## config.mk

```make
export PLATFORM = sky130hd
export DESIGN_NAME = fetch_instr_queue
export DESIGN_NICKNAME = d
export VERILOG_FILES = /design/src/rtl/fetch_instr_queue_pkg.sv /design/src/rtl/fetch_instr_queue_ptr_ctrl.sv /design/src/rtl/fetch_instr_queue.sv
export SDC_FILE = /design/constraint.sdc
export NUM_CORES = 2
export LEC_CHECK = 0
export ABC_AREA = 0
export BUFFER_PORTS_ARGS = -buffer_cell sky130_fd_sc_hd__clkbuf_2
export CAP_MARGIN = 20
export CELL_PAD_IN_SITES_DETAIL_PLACEMENT = 1
export CELL_PAD_IN_SITES_GLOBAL_PLACEMENT = 2
export CORE_MARGIN = 3
export CORE_UTILIZATION = 48
export DETAILED_ROUTE_END_ITERATION = 6
export GPL_TIMING_DRIVEN = 0
export HOLD_SLACK_MARGIN = 0.15
export PLACE_DENSITY = 0.95
export SYNTH_ARGS = -nofsm -noshare
export SYNTH_HDL_FRONTEND = slang
export SYNTH_SLANG_ARGS = --single-unit
```

## constraint.sdc

```tcl
create_clock -name clk -period 8.65 [get_ports clk]
set_input_delay 1.73 -clock clk [delete_from_list [all_inputs] [get_ports clk]]
set_output_delay 1.73 -clock clk [all_outputs]
set_load 0.01 [all_outputs]
```

## src/rtl/fetch_instr_queue_pkg.sv

```systemverilog
// Shared types and constants for the fetch instruction queue.
//
// FIQ_ADDR_WIDTH  : width of pc and prediction fields
// FIQ_INSTR_WIDTH : width of one instruction word
// fetch_entry_t   : one buffered fetch slot {pc, instr, guesses_branch, prediction}
// popcount2       : number of set bits in a two-bit slot-valid vector
package fetch_instr_queue_pkg;

    localparam int FIQ_ADDR_WIDTH  = 32;
    localparam int FIQ_INSTR_WIDTH = 32;

    typedef struct packed {
        logic [FIQ_ADDR_WIDTH-1:0]  pc;
        logic [FIQ_INSTR_WIDTH-1:0] instr;
        logic                       guesses_branch;
        logic [FIQ_ADDR_WIDTH-1:0]  prediction;
    } fetch_entry_t;

    function automatic logic [1:0] popcount2(input logic [1:0] v);
        return {1'b0, v[0]} + {1'b0, v[1]};
    endfunction

endpackage

```

## src/rtl/fetch_instr_queue_ptr_ctrl.sv

```systemverilog
// Pointer / occupancy bookkeeping for the fetch instruction queue.
//
// clk, reset : clock, synchronous active-high reset
// flush      : return head, tail and count to zero next cycle
// enq_n      : entries written this cycle (0..2), already gated by stall/flush
// deq_n      : entries consumed this cycle (0..2), already gated by flush
// head, tail : read / write indices, wrap modulo DEPTH
// count      : registered entry count
// stall      : fewer than two free entries remain
// out_valid  : bit0 = at least one entry, bit1 = at least two entries
module fiq_ptr_ctrl #(
    parameter int DEPTH = 8,
    parameter int PW    = $clog2(DEPTH),
    parameter int CW    = $clog2(DEPTH) + 1
) (
    input  logic          clk,
    input  logic          reset,
    input  logic          flush,
    input  logic [1:0]    enq_n,
    input  logic [1:0]    deq_n,
    output logic [PW-1:0] head,
    output logic [PW-1:0] tail,
    output logic [CW-1:0] count,
    output logic          stall,
    output logic [1:0]    out_valid
);

    localparam logic [CW-1:0] DEPTH_C = CW'(DEPTH);

    // Derived only from registered count, so decode readiness never
    // reaches fetch combinationally.
    assign stall     = (DEPTH_C - count) < CW'(2);
    assign out_valid = {count >= CW'(2), count != '0};

    always_ff @(posedge clk) begin
        if (reset || flush) begin
            head  <= '0;
            tail  <= '0;
            count <= '0;
        end else begin
            head  <= head + PW'(deq_n);
            tail  <= tail + PW'(enq_n);
            count <= count + CW'(enq_n) - CW'(deq_n);
        end
    end

    a_count_bound: assert property (@(posedge clk) disable iff (reset)
        count <= DEPTH_C);
    a_no_underflow: assert property (@(posedge clk) disable iff (reset)
        CW'(deq_n) <= count);
    a_no_overflow: assert property (@(posedge clk) disable iff (reset)
        (count + CW'(enq_n) - CW'(deq_n)) <= DEPTH_C);
    // Entries occupy head..tail-1 contiguously, which is what keeps order.
    a_ptr_consistent: assert property (@(posedge clk) disable iff (reset)
        tail == head + count[PW-1:0]);

endmodule

```

## src/rtl/fetch_instr_queue.sv

```systemverilog
// Two-wide in-order queue between fetch and decode.
//
// clk, reset          : clock, synchronous active-high reset
// flush               : drop queued and incoming slots (branch redirect)
// in_valid            : per-slot valid from fetch, bit0 = older slot
// in_pc/instr/guess/pred{0,1} : fetch slot fields
// stall_out           : fewer than two free entries; fetch holds its slots
// dec_ready           : decode takes every valid out slot this cycle
// out_valid           : bit0 = head valid, bit1 = head+1 valid
// out_pc/instr/guess/pred{0,1} : entry at head / head+1
// occupancy           : registered entry count
module fetch_instr_queue
    import fetch_instr_queue_pkg::*;
#(
    parameter int DEPTH      = 8,
    parameter int ADDR_WIDTH = FIQ_ADDR_WIDTH
) (
    input  logic                    clk,
    input  logic                    reset,
    input  logic                    flush,
    input  logic [1:0]              in_valid,
    input  logic [ADDR_WIDTH-1:0]   in_pc0,
    input  logic [ADDR_WIDTH-1:0]   in_pc1,
    input  logic [31:0]             in_instr0,
    input  logic [31:0]             in_instr1,
    input  logic                    in_guess0,
    input  logic                    in_guess1,
    input  logic [ADDR_WIDTH-1:0]   in_pred0,
    input  logic [ADDR_WIDTH-1:0]   in_pred1,
    output logic                    stall_out,
    input  logic                    dec_ready,
    output logic [1:0]              out_valid,
    output logic [ADDR_WIDTH-1:0]   out_pc0,
    output logic [ADDR_WIDTH-1:0]   out_pc1,
    output logic [31:0]             out_instr0,
    output logic [31:0]             out_instr1,
    output logic                    out_guess0,
    output logic                    out_guess1,
    output logic [ADDR_WIDTH-1:0]   out_pred0,
    output logic [ADDR_WIDTH-1:0]   out_pred1,
    output logic [$clog2(DEPTH):0]  occupancy
);

    localparam int PW = $clog2(DEPTH);
    localparam int CW = PW + 1;

    logic [PW-1:0] head;
    logic [PW-1:0] tail;
    logic [PW-1:0] head_p1;
    logic [PW-1:0] tail_p1;
    logic [CW-1:0] count;
    logic          stall;
    logic [1:0]    valid;
    logic [1:0]    enq_n;
    logic [1:0]    deq_n;

    fetch_entry_t mem [DEPTH];
    fetch_entry_t slot0;
    fetch_entry_t slot1;
    fetch_entry_t wr_first;
    fetch_entry_t rd0;
    fetch_entry_t rd1;

    fiq_ptr_ctrl #(.DEPTH(DEPTH), .PW(PW), .CW(CW)) u_ptr (
        .clk       (clk),
        .reset     (reset),
        .flush     (flush),
        .enq_n     (enq_n),
        .deq_n     (deq_n),
        .head      (head),
        .tail      (tail),
        .count     (count),
        .stall     (stall),
        .out_valid (valid)
    );

    assign slot0 = '{pc: in_pc0, instr: in_instr0, guesses_branch: in_guess0, prediction: in_pred0};
    assign slot1 = '{pc: in_pc1, instr: in_instr1, guesses_branch: in_guess1, prediction: in_pred1};

    // A lone slot1 is compacted down to the tail position.
    assign wr_first = in_valid[0] ? slot0 : slot1;

    assign head_p1 = head + PW'(1);
    assign tail_p1 = tail + PW'(1);

    // Enqueue uses the stall seen before this cycle's dequeue.
    always_comb begin
        enq_n = 2'd0;
        if (!stall && !flush) begin
            enq_n = popcount2(in_valid);
        end
    end

    always_comb begin
        deq_n = 2'd0;
        if (dec_ready && !flush) begin
            deq_n = popcount2(valid);
        end
    end

    always_ff @(posedge clk) begin
        if (reset) begin
            for (int i = 0; i < DEPTH; i++) begin
                mem[i] <= '0;
            end
        end else begin
            if (enq_n != 2'd0) begin
                mem[tail] <= wr_first;
            end
            if (enq_n == 2'd2) begin
                mem[tail_p1] <= slot1;
            end
        end
    end

    assign rd0 = mem[head];
    assign rd1 = mem[head_p1];

    assign out_valid  = valid;
    assign stall_out  = stall;
    assign occupancy  = count;
    assign out_pc0    = rd0.pc;
    assign out_pc1    = rd1.pc;
    assign out_instr0 = rd0.instr;
    assign out_instr1 = rd1.instr;
    assign out_guess0 = rd0.guesses_branch;
    assign out_guess1 = rd1.guesses_branch;
    assign out_pred0  = rd0.prediction;
    assign out_pred1  = rd1.prediction;

endmodule

```

# Yosys cells after proc, flatten, opt, wreduce, memory -nomap -nowiden
# Memory sizes are Yosys's and may differ from the RTL's. A register that Yosys moved wholly into a read port is not among the register bits.
# Index checks and enable logic that the tools add are counted.
[word_totals]
ff_bits = 10
mem_bits_rw = 776
in_bits = 200
wordCells = 43
n_memories = 1
[memory_table]
columns = ["name", "depth", "width", "rd", "rd_ports_with_merged_regs", "write_ports", "line_no", "rtl"]
rows = [
  ["mem", 8, 97, 2, 1, 8, "fetch_instr_queue.sv:57", "fetch_entry_t mem [DEPTH];"],
]
[classes]
addsub = 9
order_cmp = 2
eq_ne = 1
mux = 18
n_reduce_logical = 9
[op_table]
columns = ["op", "count"]
rows = [
  ["$mux W97", 3],
  ["$reduce_or A97 Y1", 2],
  ["$mux W1", 10],
  ["$mux W3", 3],
  ["$add A3 B1 Y3 const B", 2],
  ["$add A3 B2 Y3", 2],
  ["$add A1 B1 Y2", 2],
  ["$add A4 B2 Y4", 1],
  ["$ge A4 B2 Y1 const B", 1],
  ["$lt A4 B2 Y1 const B", 1],
  ["$mux W2", 2],
  ["$reduce_bool A4 Y1", 1],
  ["$sub A4 B2 Y4", 1],
  ["$sub A4 B4 Y4 const A", 1],
  ["$eq A2 B2 Y1 const B", 1],
  ["$logic_and A1 B1 Y1", 2],
  ["$logic_not A1 Y1", 2],
  ["$reduce_bool A2 Y1", 1],
  ["$logic_or A1 B1 Y1", 1],
]

# Longest topological paths before layout
[logic_depth]
word_depth = 11
ltp_mapped = 13
depth_no_buf = 13

# Cells and area by module
# Synthesis repeated with hierarchy kept, for this count alone.
[unflattened]
cells_unflattened = 3758
hier_area_um2 = 46392.0
[by_module_without_submodules]
columns = ["mod", "n_inst", "cells_per_inst", "area_each_um2", "seq_area_each_um2"]
rows = [
  ["fetch_instr_queue", 1, 3694, 45791.4, 23302.3],
  ["fiq_ptr_ctrl", 1, 64, 600.6, 200.2],
]

# Worst setup path before layout
# No wires, ideal clock.
[synth_timing]
kind = "input port to flip-flop"
start = "in in_valid[0]"
end = "mem mem[1][0] in the netlist's numbering, enable pin"
arrival_ns = 5.697
required_ns = 8.172
setup_slack_ns = 2.475
cell_stages = 6
cell_sequence = "ha_1 > nor4b_2 > nand2_1 > nor4_2 > buf_2 > a311o_1"
[synth_rtl]
columns = ["item", "line_no", "rtl"]
rows = [
  ["from (decl)", "fetch_instr_queue.sv:21", "input logic [1:0] in_valid,"],
  ["to (decl)", "fetch_instr_queue.sv:57", ""],
]

# Worst setup path in the final report
[layout_timing]
start = "reg u_ptr.head[2]"
end = "out out_pc1[2]"
[layout_between]
elab_chain_cells = 2
[layout_rtl]
columns = ["item", "line_no", "rtl"]
rows = [
  ["from (decl)", "fetch_instr_queue_ptr_ctrl.sv:21", "output logic [PW-1:0] head,"],
  ["from (signal assigned)", "fetch_instr_queue_ptr_ctrl.sv:41", "head <= head + PW'(deq_n);"],
  ["$add A3 B1 Y3", "fetch_instr_queue.sv:83", "assign head_p1 = head + PW'(1);"],
  ["$mem_v2 Z8 W97", "--", ""],
  ["to (decl)", "fetch_instr_queue.sv:34", "output logic [ADDR_WIDTH-1:0] out_pc1,"],
]
# No other way between the ends.

==> impl_metrics.ini <==
[floorplan]
start_util_pct = 48.8
pin_count = 401
dieArea_um2 = 99500
die_w_um = 315
row_count = 112
die_h_um = 315
coreArea_um2 = 94200

[finish]
syn_to_final_growth_pct = 15.0
final_nets = 3617
final_cells = 4731
drive_gt1_share_pct = 34.5

[sta]
final_max_slew_viol_count = 0
hold_viol = 0
holdWs_ns = 0.642
slew_headroom_pct = 16.1
rsz0062_at_grt = false
finalSetupViolCount = 0
worstMarginPinSlew_ns = 1.25
fin_ws_ns = 2.25
fmax_mhz = 156
fin_tns_setup_ns = 0
period_share_pct = 74.0
fin_crit_ns = 6.40
final.setup_skew_ns = 0.0271

[pwr]
peakVddDrop_v = 0.000157
p_sw_share_pct = 31.4
power_leakage_nw = 18.0
p_per_area_nw_per_um2 = 215
p_total_mw = 11.3
switchingPower_mw = 3.56
p_comb_share_pct = 27.4
power_frac_clock_pct = 32.2
p_int_mw = 7.77
seqPwrFrac_pct = 40.4

[clock_network]
cts_buffer_depth = 3
postCtsSetupRepairBufs = 0
cts_max_level = 3
insertion_delay_ns = 0.66
hold_buffers = 0
cts_resized = 0
clkTransAtPathRegs_ns = 0.06
cts_tree = done
clock-sinks = 786
cts_buffers = 87
cts_root_buf = clkbuf_16

[synth]
async_flop_share_pct = 0
post_synth.cell_area_avg_um2 = 15.6
synth_edf_count = 776
synth.distinct_cells = 48
synth_nets = 3166
ys_seq_area_share_pct = 51.2
syn_area_um2 = 45900
syn_inst = 2949
ys_ff_latch = 786
ys_warn_count = 0
yosys_most_used_dff = edfxtp_1

[status]
status = complete, no violations

[worst_setup_path]
critPathRequiredTime_ns = 6.92
worst_ep_arrival_time_ns = 4.67
path_class = reg2out
max_stage_delay_ns = 1.03
crit_chain = clkbuf_1 > xor2_1 > clkbuf_1 > buf_2 > mux2_2 > clkbuf_2
worstSetupEndpointType = output pin
crit_top_cell = clkbuf_1
cp_slowest_cell = xor2_1
cp_max_fo = 10
start_kind = flop

[drt]
ant_nets = 0
drcViolationCount = 0
vias_per_cell = 7.47
avgRoutedWirePerCell_um = 39.1
num_vias = 35300
wirelength_um = 185000
firstDrtPassIters = 5
drtIter0Drc = 4910

[grt]
grt_overflow = 0
grt_max_degree = 28
grt_pass1_vias = 37000
grt_util_all_layers_pct = 36.5
antenna_found_initial = 14
grt_pass1_wl_um = 262000

[placement]
dpl.hpwl_um = 125000
dp_cells = 4548
place_ws_ns = 2.66
routabilityCongestion = 0.850
port-buffer-count = 303

[worst_hold_path]
hold_class = reg2reg

[flow_run]
maxCapViolCount = 0
[routing by layer]
metal  GRT usage [%]  routed length (um)  up-vias
li1                -                   -    13400
met1            44.7               62400    18100
met5               0                 126        -
met2            58.2               87200     3019
met3            10.8               23600      752
met4            20.5               11700       20
[area by class of cell]
type	count	area [um2]
Inverter	15	56.3
Clock inverter	53	363
Sequential cell	786	23500
Buffer	410	1860
Multi-Input combinational cell	1738	20600
Clock buffer	106	2330
Antenna cell	7	17.5
Tap cell	1254	1570
Fill cell	8946	41400
Timing Repair Buffer	362	2570
[sequential cells by signal (all words and copies together), names as in the netlist]
| register | flops |
|---|---|
| u_ptr.count | 4 |
| u_ptr.tail | 3 |
| u_ptr.head | 3 |
| mem | 776 |
[synth_stat cells (all sizes together) (4+ instances only)]
| cell | number | area [um2] |
|---|---|---|
| nor3b | 4 | 30.0 |
| dfxtp | 10 | 200 |
| nor3 | 10 | 116 |
| nand2b | 98 | 613 |
| mux2 | 194 | 2180 |
| mux4 | 388 | 8740 |
| inv | 15 | 56.3 |
| edfxtp | 776 | 23300 |
| mux2i | 97 | 971 |
| fa | 4 | 80.1 |
| nand2 | 4 | 15.0 |
| a311o | 8 | 80.1 |
| buf | 247 | 1240 |
| a22o | 392 | 3430 |
| clkbuf | 163 | 612 |
| and2 | 4 | 25.0 |
| or3 | 5 | 36.3 |
| a32o | 12 | 120 |
| ha | 13 | 163 |
| o2bb2ai | 371 | 3250 |
| nor4b | 5 | 71.3 |
| nor2 | 107 | 402 |
[cells in the final DEF (no fill, tap or decap), types with 98 or more instances in the layout]
cell,n
edfxtp_1,776
a22o_1,392
mux4_2,388
o2bb2ai_1,371
clkbuf_2,303
mux2_2,194
clkbuf_1,178
buf_1,136
nor2_1,107
nand2b_1,98
[worst paths after layout]
kind                                     start            end  slack (ns)  cells after the start
worst max-delay path             u_ptr.head[2]     out_pc1[2]        2.25                      6
worst min-delay path             u_ptr.head[0]  u_ptr.head[0]        0.64                      2
worst max register to register  u_ptr.count[0]     mem[7][50]        3.83                     12
worst min register to register   u_ptr.head[0]  u_ptr.head[0]        0.64                      2
[worst max-delay path: cells and delay by family, from the launching register on]
family    cells  cell delay, ns
buf+inv       4            2.22
flops         1            0.31
mux           1            0.43
xor+xnor      1            1.03
[stage by stage]
step / util (%) / cell area, um2
floorplan: - / 45900
global placement: 52.1 / 49000
detailed placement: 53.0 / 49900
CTS: 55.8 / 52600
global route: 56.1 / 52800
finish: 56.1 / 52800
[cell families (layout without fill, tap and decap cells)]
| kind of cell | after synthesis | in the layout | share of synthesized area (%) |
|---|---|---|---|
| flops | 786 | 786 | 51.2 |
| fa+ha+maj | 17 | 17 | 0.528 |
| simple gates | 248 | 248 | 3.07 |
| mux | 679 | 679 | 25.9 |
| buf+inv | 425 | 946 | 4.16 |
| other cells | 0 | 7 | 0 |
| compound gates | 788 | 788 | 15.1 |
| xor+xnor | 6 | 6 | 0.114 |
[power by group through the flow]
stage / Combinational (mW) / Clock, mW / Sequential (mW)
6_report: 3.10 / 3.65 / 4.58
3_3_place_gp: 2.85 / 0 / 4.66
3_5_place_dp: 2.99 / 0 / 4.64
2_1_floorplan: 1.85 / 0 / 4.60
4_1_cts: 3.01 / 3.62 / 4.57
5_1_grt: 3.22 / 3.78 / 4.59
Power figures use the tool's default switching activity.
